File: src/rtl/param_fsm_core.sv
// Multi-cycle accumulator controller: fetches one 8-bit instruction per handshake,
// runs it through a wait-stated memory port with timeout, and updates acc/flags/pc.
module param_fsm_core #(
  parameter int WIDTH       = 8,
  parameter int ADDR_W      = 8,
  parameter int MEM_TIMEOUT = 16
) (
  input  logic              in_clk,
  input  logic              in_restart_n,
  input  logic [7:0]        in_instruction,
  input  logic              in_instr_valid,
  output logic              out_instr_ready,
  output logic              out_mem_req,
  output logic              out_mem_we,
  output logic [ADDR_W-1:0] out_mem_addr,
  output logic [WIDTH-1:0]  out_mem_wdata,
  input  logic [WIDTH-1:0]  in_mem_rdata,
  input  logic              in_mem_ready,
  output logic [3:0]        out_state_main,
  output logic [WIDTH-1:0]  out_reg,
  output logic [ADDR_W-1:0] out_pc,
  output logic [1:0]        out_flags,
  output logic              out_err
);

  typedef enum logic [3:0] {
    S_IDLE     = 4'd0,
    S_FETCH    = 4'd1,
    S_DECODE   = 4'd2,
    S_MEM_REQ  = 4'd3,
    S_MEM_WAIT = 4'd4,
    S_EXEC     = 4'd5,
    S_WRITE    = 4'd6,
    S_BR_EVAL  = 4'd7,
    S_BR_TAKE  = 4'd8,
    S_DONE     = 4'd9
  } state_t;

  localparam logic [3:0] OP_ADD   = 4'b0000;
  localparam logic [3:0] OP_ADDI  = 4'b0001;
  localparam logic [3:0] OP_SUB   = 4'b0010;
  localparam logic [3:0] OP_SUBI  = 4'b0011;
  localparam logic [3:0] OP_AND   = 4'b0100;
  localparam logic [3:0] OP_ANDI  = 4'b0101;
  localparam logic [3:0] OP_LOAD  = 4'b1010;
  localparam logic [3:0] OP_STORE = 4'b1011;
  localparam logic [3:0] OP_BEQ   = 4'b1100;
  localparam logic [3:0] OP_BNE   = 4'b1101;

  localparam int CNT_W = (MEM_TIMEOUT <= 1) ? 1 : $clog2(MEM_TIMEOUT);
  localparam logic [CNT_W-1:0] CNT_LAST = CNT_W'((MEM_TIMEOUT == 0) ? 0 : MEM_TIMEOUT - 1);

  state_t             state, state_next;
  logic [7:0]         instr;
  logic [WIDTH-1:0]   operand, acc, alu_res, alu_val, operand_b, imm_ext;
  logic [ADDR_W-1:0]  pc, mem_addr, off_sext;
  logic [CNT_W-1:0]   wait_cnt;
  logic               flag_c, flag_z, alu_c, alu_c_val, err;
  logic [WIDTH:0]     sum, diff;
  logic [3:0]         op;
  logic               is_imm, timeout_hit, branch_cond;

  always_comb begin
    op          = instr[7:4];
    is_imm      = (op == OP_ADDI) || (op == OP_SUBI) || (op == OP_ANDI);
    imm_ext     = '0;
    imm_ext[3:0] = instr[3:0];
    off_sext    = {ADDR_W{instr[3]}};
    off_sext[3:0] = instr[3:0];
    operand_b   = is_imm ? imm_ext : operand;
    sum         = {1'b0, acc} + {1'b0, operand_b};
    diff        = {1'b0, acc} - {1'b0, operand_b};
    timeout_hit = (MEM_TIMEOUT != 0) && (wait_cnt == CNT_LAST);
    branch_cond = (op == OP_BEQ) ? flag_z : ~flag_z;
    // Carry for SUB is "no borrow"; non-arithmetic ops keep the old carry.
    alu_val     = operand;
    alu_c_val   = flag_c;
    case (op)
      OP_ADD, OP_ADDI: begin alu_val = sum[WIDTH-1:0];  alu_c_val = sum[WIDTH];   end
      OP_SUB, OP_SUBI: begin alu_val = diff[WIDTH-1:0]; alu_c_val = ~diff[WIDTH]; end
      OP_AND, OP_ANDI: alu_val = acc & operand_b;
      default: ;
    endcase
  end

  always_comb begin
    state_next = state;
    case (state)
      S_IDLE:   state_next = S_FETCH;
      S_FETCH:  if (in_instr_valid) state_next = S_DECODE;
      S_DECODE: begin
        case (op)
          OP_LOAD, OP_STORE, OP_ADD, OP_SUB, OP_AND: state_next = S_MEM_REQ;
          OP_ADDI, OP_SUBI, OP_ANDI:                 state_next = S_EXEC;
          OP_BEQ, OP_BNE:                            state_next = S_BR_EVAL;
          default:                                   state_next = S_DONE;
        endcase
      end
      S_MEM_REQ: state_next = S_MEM_WAIT;
      // A ready arriving on the final timeout cycle still completes normally.
      S_MEM_WAIT: begin
        if (in_mem_ready)     state_next = (op == OP_STORE) ? S_DONE : S_EXEC;
        else if (timeout_hit) state_next = S_DONE;
      end
      S_EXEC:    state_next = S_WRITE;
      S_WRITE:   state_next = S_DONE;
      S_BR_EVAL: state_next = branch_cond ? S_BR_TAKE : S_DONE;
      S_BR_TAKE: state_next = S_FETCH;
      S_DONE:    state_next = S_FETCH;
      default:   state_next = S_IDLE;
    endcase
  end

  always_ff @(posedge in_clk) begin
    if (!in_restart_n) begin
      state    <= S_IDLE;
      instr    <= '0;
      operand  <= '0;
      acc      <= '0;
      alu_res  <= '0;
      alu_c    <= 1'b0;
      pc       <= '0;
      mem_addr <= '0;
      wait_cnt <= '0;
      flag_c   <= 1'b0;
      flag_z   <= 1'b0;
      err      <= 1'b0;
    end else begin
      state <= state_next;
      case (state)
        S_FETCH:  if (in_instr_valid) instr <= in_instruction;
        S_DECODE: if (state_next == S_MEM_REQ) mem_addr <= ADDR_W'(instr[3:0]);
        S_MEM_REQ: wait_cnt <= '0;
        S_MEM_WAIT: begin
          if (in_mem_ready) begin
            if (op != OP_STORE) operand <= in_mem_rdata;
          end else if (timeout_hit) begin
            err <= 1'b1;
          end else begin
            wait_cnt <= wait_cnt + CNT_W'(1);
          end
        end
        S_EXEC: begin
          alu_res <= alu_val;
          alu_c   <= alu_c_val;
        end
        S_WRITE: begin
          acc    <= alu_res;
          flag_z <= (alu_res == '0);
          flag_c <= alu_c;
        end
        S_BR_TAKE: pc <= pc + ADDR_W'(1) + off_sext;
        S_DONE:    pc <= pc + ADDR_W'(1);
        default: ;
      endcase
    end
  end

  assign out_instr_ready = (state == S_FETCH);
  assign out_mem_req     = (state == S_MEM_REQ);
  assign out_mem_we      = (state == S_MEM_REQ) && (op == OP_STORE);
  assign out_mem_addr    = mem_addr;
  assign out_mem_wdata   = acc;
  assign out_state_main  = state;
  assign out_reg         = acc;
  assign out_pc          = pc;
  assign out_flags       = {flag_c, flag_z};
  assign out_err         = err;

endmodule

File: config.mk
export PLATFORM = sky130hd
export DESIGN_NAME = param_fsm_core
export DESIGN_NICKNAME = d
export VERILOG_FILES = /design/src/rtl/param_fsm_core.sv
export SDC_FILE = /design/constraint.sdc
export NUM_CORES = 1
export LEC_CHECK = 0
export BUFFER_PORTS_ARGS = -buffer_cell sky130_fd_sc_hd__clkbuf_2
export CAP_MARGIN = 40
export CORE_MARGIN = 2
export CORE_UTILIZATION = 30
export CTS_CLUSTER_DIAMETER = 80
export DETAILED_ROUTE_END_ITERATION = 12
export PLACE_DENSITY = 0.5
export RECOVER_POWER = 50
export SYNTH_ARGS = -nofsm -noshare
export SYNTH_HDL_FRONTEND = slang
export SYNTH_SLANG_ARGS = --single-unit
File: constraint.sdc
create_clock -name in_clk -period 3.05 [get_ports in_clk]
set_clock_uncertainty 0.15 [all_clocks]
set_input_delay 0.915 -clock in_clk [delete_from_list [all_inputs] [get_ports in_clk]]
set_output_delay 0.915 -clock in_clk [all_outputs]
set_load 0.01 [all_outputs]
==> results.md <==
| Item | This run | Unit |
| --- | --- | --- |
| Required time of the critical path | 3140 | ps |
| Average via count per standard cell | 5.03 | - |
| Antenna violation net count after detailed routing | 0 | - |
| Violation count after the first detailed-routing iteration | 216 | - |
| Share of synthesized area occupied by flip-flops and latches | 0.291 | - |
| Worst min path class | flop to flop | - |
| Setup repair after global routing missed its margin | no | - |
| Number of enable-type register cells in the synthesized netlist | 0 | - |
| CTS max path bufs | 2 | - |
| Share of synthesized registers carrying an async set or reset | 0 | - |
| Post-synthesis sequential element count | 59 | - |
| Total number of nets in the final design | 601 | - |
| Final routed wirelength across all metal layers | 11,100 | um |
| Number of antenna violations at the first check in global routing | 0 | - |
| Top-level port count | 62 | - |
| Root buffer cell | sky130_fd_sc_hd__clkbuf_16 | - |
| DR pass1 iterations | 5 | - |
| Number of maximum-capacitance violations | 0 | - |
| Leakage Power | 2.05 | nW |
| Syn avg cell area | 8.14 | sq um |
| Gr usage total | 0.159 | - |
| Sw Ratio | 0.254 | - |
| Maximum frequency from static timing analysis | 344 | MHz |
| Share of the core filled with cells | 0.355 | - |
| Post-synthesis to final-layout area growth | 15.8 | % |
| Die span in x | 120 | um |
| Area of the mapped netlist | 0.00406 | sq mm |
| Switching Power | 521 | uW |
| Initial cell density of the core | 0.307 | - |
| Worst slew margin relative to its limit | 0.501 | - |
| Post-detailed-route DRC marker count | 0 | - |
| Cell area power density | 436 | mW/mm^2 |
| Layout filler cell count | 1,461 | - |
| CTS clock-pin slew for the worst setup and hold paths | 50 | ps |
| TritonCTS clock tree | yes | - |
| Flop pwr share | 0.395 | - |
| FP Rows | 42 | - |
| Post CTS Setup Buffer Count | 0 | - |
| Post-CTS resize count | 0 | - |
| First-pass GRT wire length | 18,300 | um |
| Top_reg_cell synth | sky130_fd_sc_hd__dfxtp_1 | - |
| Worst-case setup margin in the final layout | 146 | ps |
| Yosys warns | 0 | - |
| Internal power component | 1.53 | mW |
| Total power | 2.05 | mW |
| Pin count of the biggest net entering global routing | 31 | - |
| Sink count of the clock tree | 59 | - |
| Diodes inserted | 0 | - |
| Tightest hold margin | 301 | ps |
| Critical path capture point type | flop | - |
| Die boundary height | 120 | um |
| Final number of hold-violating endpoints | 0 | - |
| Actual slew at the worst max-slew pin | 748 | ps |
| Clock insertion delay at the later pin of the skew report | 330 | ps |
| Part of the power in the clock network | 0.494 | - |
| Hold Buf Count CTS | 0 | - |
| Estimated wirelength of the detail-placed design | 8190 | um |
| Part of the power in combinational logic | 0.111 | - |
| Dpl ws | 85.5 | ps |
| Period utilisation layout | 0.952 | - |
| Type of the worst setup path | flop to flop | - |
| Final number of setup-violating endpoints | 0 | - |
| GRT Residual Overflow | 0 | - |
| Count of vias placed by the detailed router | 3,660 | - |
| Worst supply voltage drop on vdd | 0.266 | mV |
| H-tree Lvls | 3 | - |
| Number of global-route vias before repair | 3,611 | - |
| Synthesized instance count | 499 | - |
| Count of pins over their slew limit | 0 | - |
| Weighted congestion reported at the end of routability-driven placement | 0.923 | - |
| Wirelength per Cell | 15.3 | um |
| Critical Path Fanout Max | 3 | - |
| Cts bufs inserted | 9 | - |
| Run status | finished, final reports clean | - |
| Tmin final | 2900 | ps |
| Total negative slack | 0 | ps |
| Core ar. | 0.0132 | sq mm |
| Critical path arrival | 3000 | ps |
| Netlist cell types | 60 | - |
| Overall die area | 0.0145 | sq mm |
| Crit start category | flop | - |
| Quantity of I/O buffers inserted on ports | 57 | - |
| Share of cells above drive strength 1 | 0.163 | - |
==> cell usage after synthesis, drive strengths merged, types with 5 or more instances <==
library cell | count | area (sq um)
a31oi | 11 | 68.8
ha | 31 | 388
nand2 | 54 | 205
a21o | 5 | 37.5
nand3 | 15 | 75.1
buf | 28 | 188
xnor2 | 11 | 96.3
dfxtp | 59 | 1180
xor2 | 7 | 61.3
nor2 | 58 | 218
nor2b | 8 | 50.1
a22oi | 5 | 37.5
mux2 | 5 | 56.3
inv | 25 | 93.8
mux2i | 27 | 270
nor3 | 6 | 41.3
clkbuf | 7 | 26.3
o21ai | 28 | 140
nand2b | 8 | 57.6
a21oi | 34 | 174
==> stage by stage <==
stage                     instance area (sq um)  std cells
after CTS                                  4750        728
after global placement                     4460        712
final                                      4700        728
after global routing                       4700        728
after detailed placement                   4460        712
after floorplan                            4070        502
==> worst paths after layout <==
path	endpoint	cells after the start	startpoint	slack, ps
min	flag_c$_SDFFE_PN0P_	2	alu_c$_SDFFE_PN0N_	300
min reg2reg	flag_c$_SDFFE_PN0P_	2	alu_c$_SDFFE_PN0N_	300
max reg2reg	alu_res[6]$_SDFFE_PN0N_	12	instr[5]$_SDFFE_PN0P_	150
max	alu_res[6]$_SDFFE_PN0N_	12	instr[5]$_SDFFE_PN0P_	150
==> state kept, by name, summed over array words and instances (netlist names), named ones only <==
register,cells
out_mem_wdata,8
flag_c,1
out_state_main,4
out_err,1
alu_res,8
instr,8
wait_cnt,4
flag_z,1
out_pc,8
operand,8
alu_c,1
out_mem_addr,4
==> cell usage in the layout, fill, tap and decap left out, types with 3 or more instances in the layout <==
master                       n
sky130_fd_sc_hd__dfxtp_1    59
sky130_fd_sc_hd__nor2_1     58
sky130_fd_sc_hd__nand2_1    53
sky130_fd_sc_hd__clkbuf_2   42
sky130_fd_sc_hd__a21oi_1    32
sky130_fd_sc_hd__ha_1       30
sky130_fd_sc_hd__mux2i_1    27
sky130_fd_sc_hd__o21ai_0    26
sky130_fd_sc_hd__inv_1      25
sky130_fd_sc_hd__clkbuf_1   20
sky130_fd_sc_hd__nand3_1    15
sky130_fd_sc_hd__xnor2_1    11
sky130_fd_sc_hd__a31oi_1    11
sky130_fd_sc_hd__clkbuf_16   9
sky130_fd_sc_hd__buf_4       9
sky130_fd_sc_hd__nor2b_1     8
sky130_fd_sc_hd__nand2b_1    7
sky130_fd_sc_hd__xor2_1      7
sky130_fd_sc_hd__nor3_1      5
sky130_fd_sc_hd__mux2_2      5
sky130_fd_sc_hd__a21o_1      5
sky130_fd_sc_hd__a22oi_1     5
sky130_fd_sc_hd__nand4_1     4
sky130_fd_sc_hd__or3_1       4
sky130_fd_sc_hd__o21bai_1    4
sky130_fd_sc_hd__o211ai_1    4
sky130_fd_sc_hd__a211oi_1    4
sky130_fd_sc_hd__conb_1      4
sky130_fd_sc_hd__o31ai_1     3
sky130_fd_sc_hd__nor4_1      3
sky130_fd_sc_hd__o21ba_2     3
sky130_fd_sc_hd__o221ai_1    3
sky130_fd_sc_hd__a221oi_1    3
sky130_fd_sc_hd__fa_1        3
==> final cells by class <==
| cell class | count | area [sq um] | area share |
|---|---|---|---|
| flip-flops and latches | 59 | 1180 | 0.251 |
| clock inverters | 4 | 50.0 | 0.0106 |
| clock buffers | 12 | 246 | 0.0524 |
| well taps | 176 | 220 | 0.0468 |
| inverters | 25 | 93.8 | 0.0199 |
| multi-input cells | 383 | 2570 | 0.546 |
| repair buffers | 69 | 345 | 0.0734 |
==> critical path, stage by stage, from the launching register on <==
cell	delay (ps)
sky130_fd_sc_hd__dfxtp_1	320
sky130_fd_sc_hd__a21oi_2	180
sky130_fd_sc_hd__nand2_2	110
sky130_fd_sc_hd__buf_4	160
sky130_fd_sc_hd__mux2_2	260
sky130_fd_sc_hd__inv_1	80
sky130_fd_sc_hd__fa_1	410
sky130_fd_sc_hd__nor3b_2	180
sky130_fd_sc_hd__o31a_1	280
sky130_fd_sc_hd__o21a_1	210
sky130_fd_sc_hd__o21ai_1	140
sky130_fd_sc_hd__a31oi_1	110
sky130_fd_sc_hd__o31ai_1	230
==> power by group through the flow <==
stage | registers (mW) | logic, mW | clock network (mW)
floorplan | 0.818 | 0.170 | 0
global placement | 0.825 | 0.229 | 0
detailed placement | 0.825 | 0.233 | 0
CTS | 0.809 | 0.234 | 1.04
global route | 0.811 | 0.255 | 1.07
finish | 0.809 | 0.228 | 1.01
==> logic make-up (layout without fill, tap and decap cells) <==
logic type | Yosys count | in the layout | synth area share
other | 1 | 4 | 0.000923
AOI/OAI and AO/OA | 121 | 121 | 0.196
xor gates and xnor gates | 18 | 18 | 0.0388
adders and majority gates | 34 | 34 | 0.110
DFF | 59 | 59 | 0.291
and+or+nand+nor | 174 | 174 | 0.207
muxes | 32 | 32 | 0.0804
buffers and inverters | 60 | 110 | 0.0758
==> layer usage <==
metal	part of all wire	wire, um	GRT usage
met4	0.012	130	0.0422
met5	0	0	0
met2	0.46	5110	0.258
met1	0.48	5350	0.216
met3	0.050	557	0.0321
No activity file was read; power rests on OpenSTA's default activity.
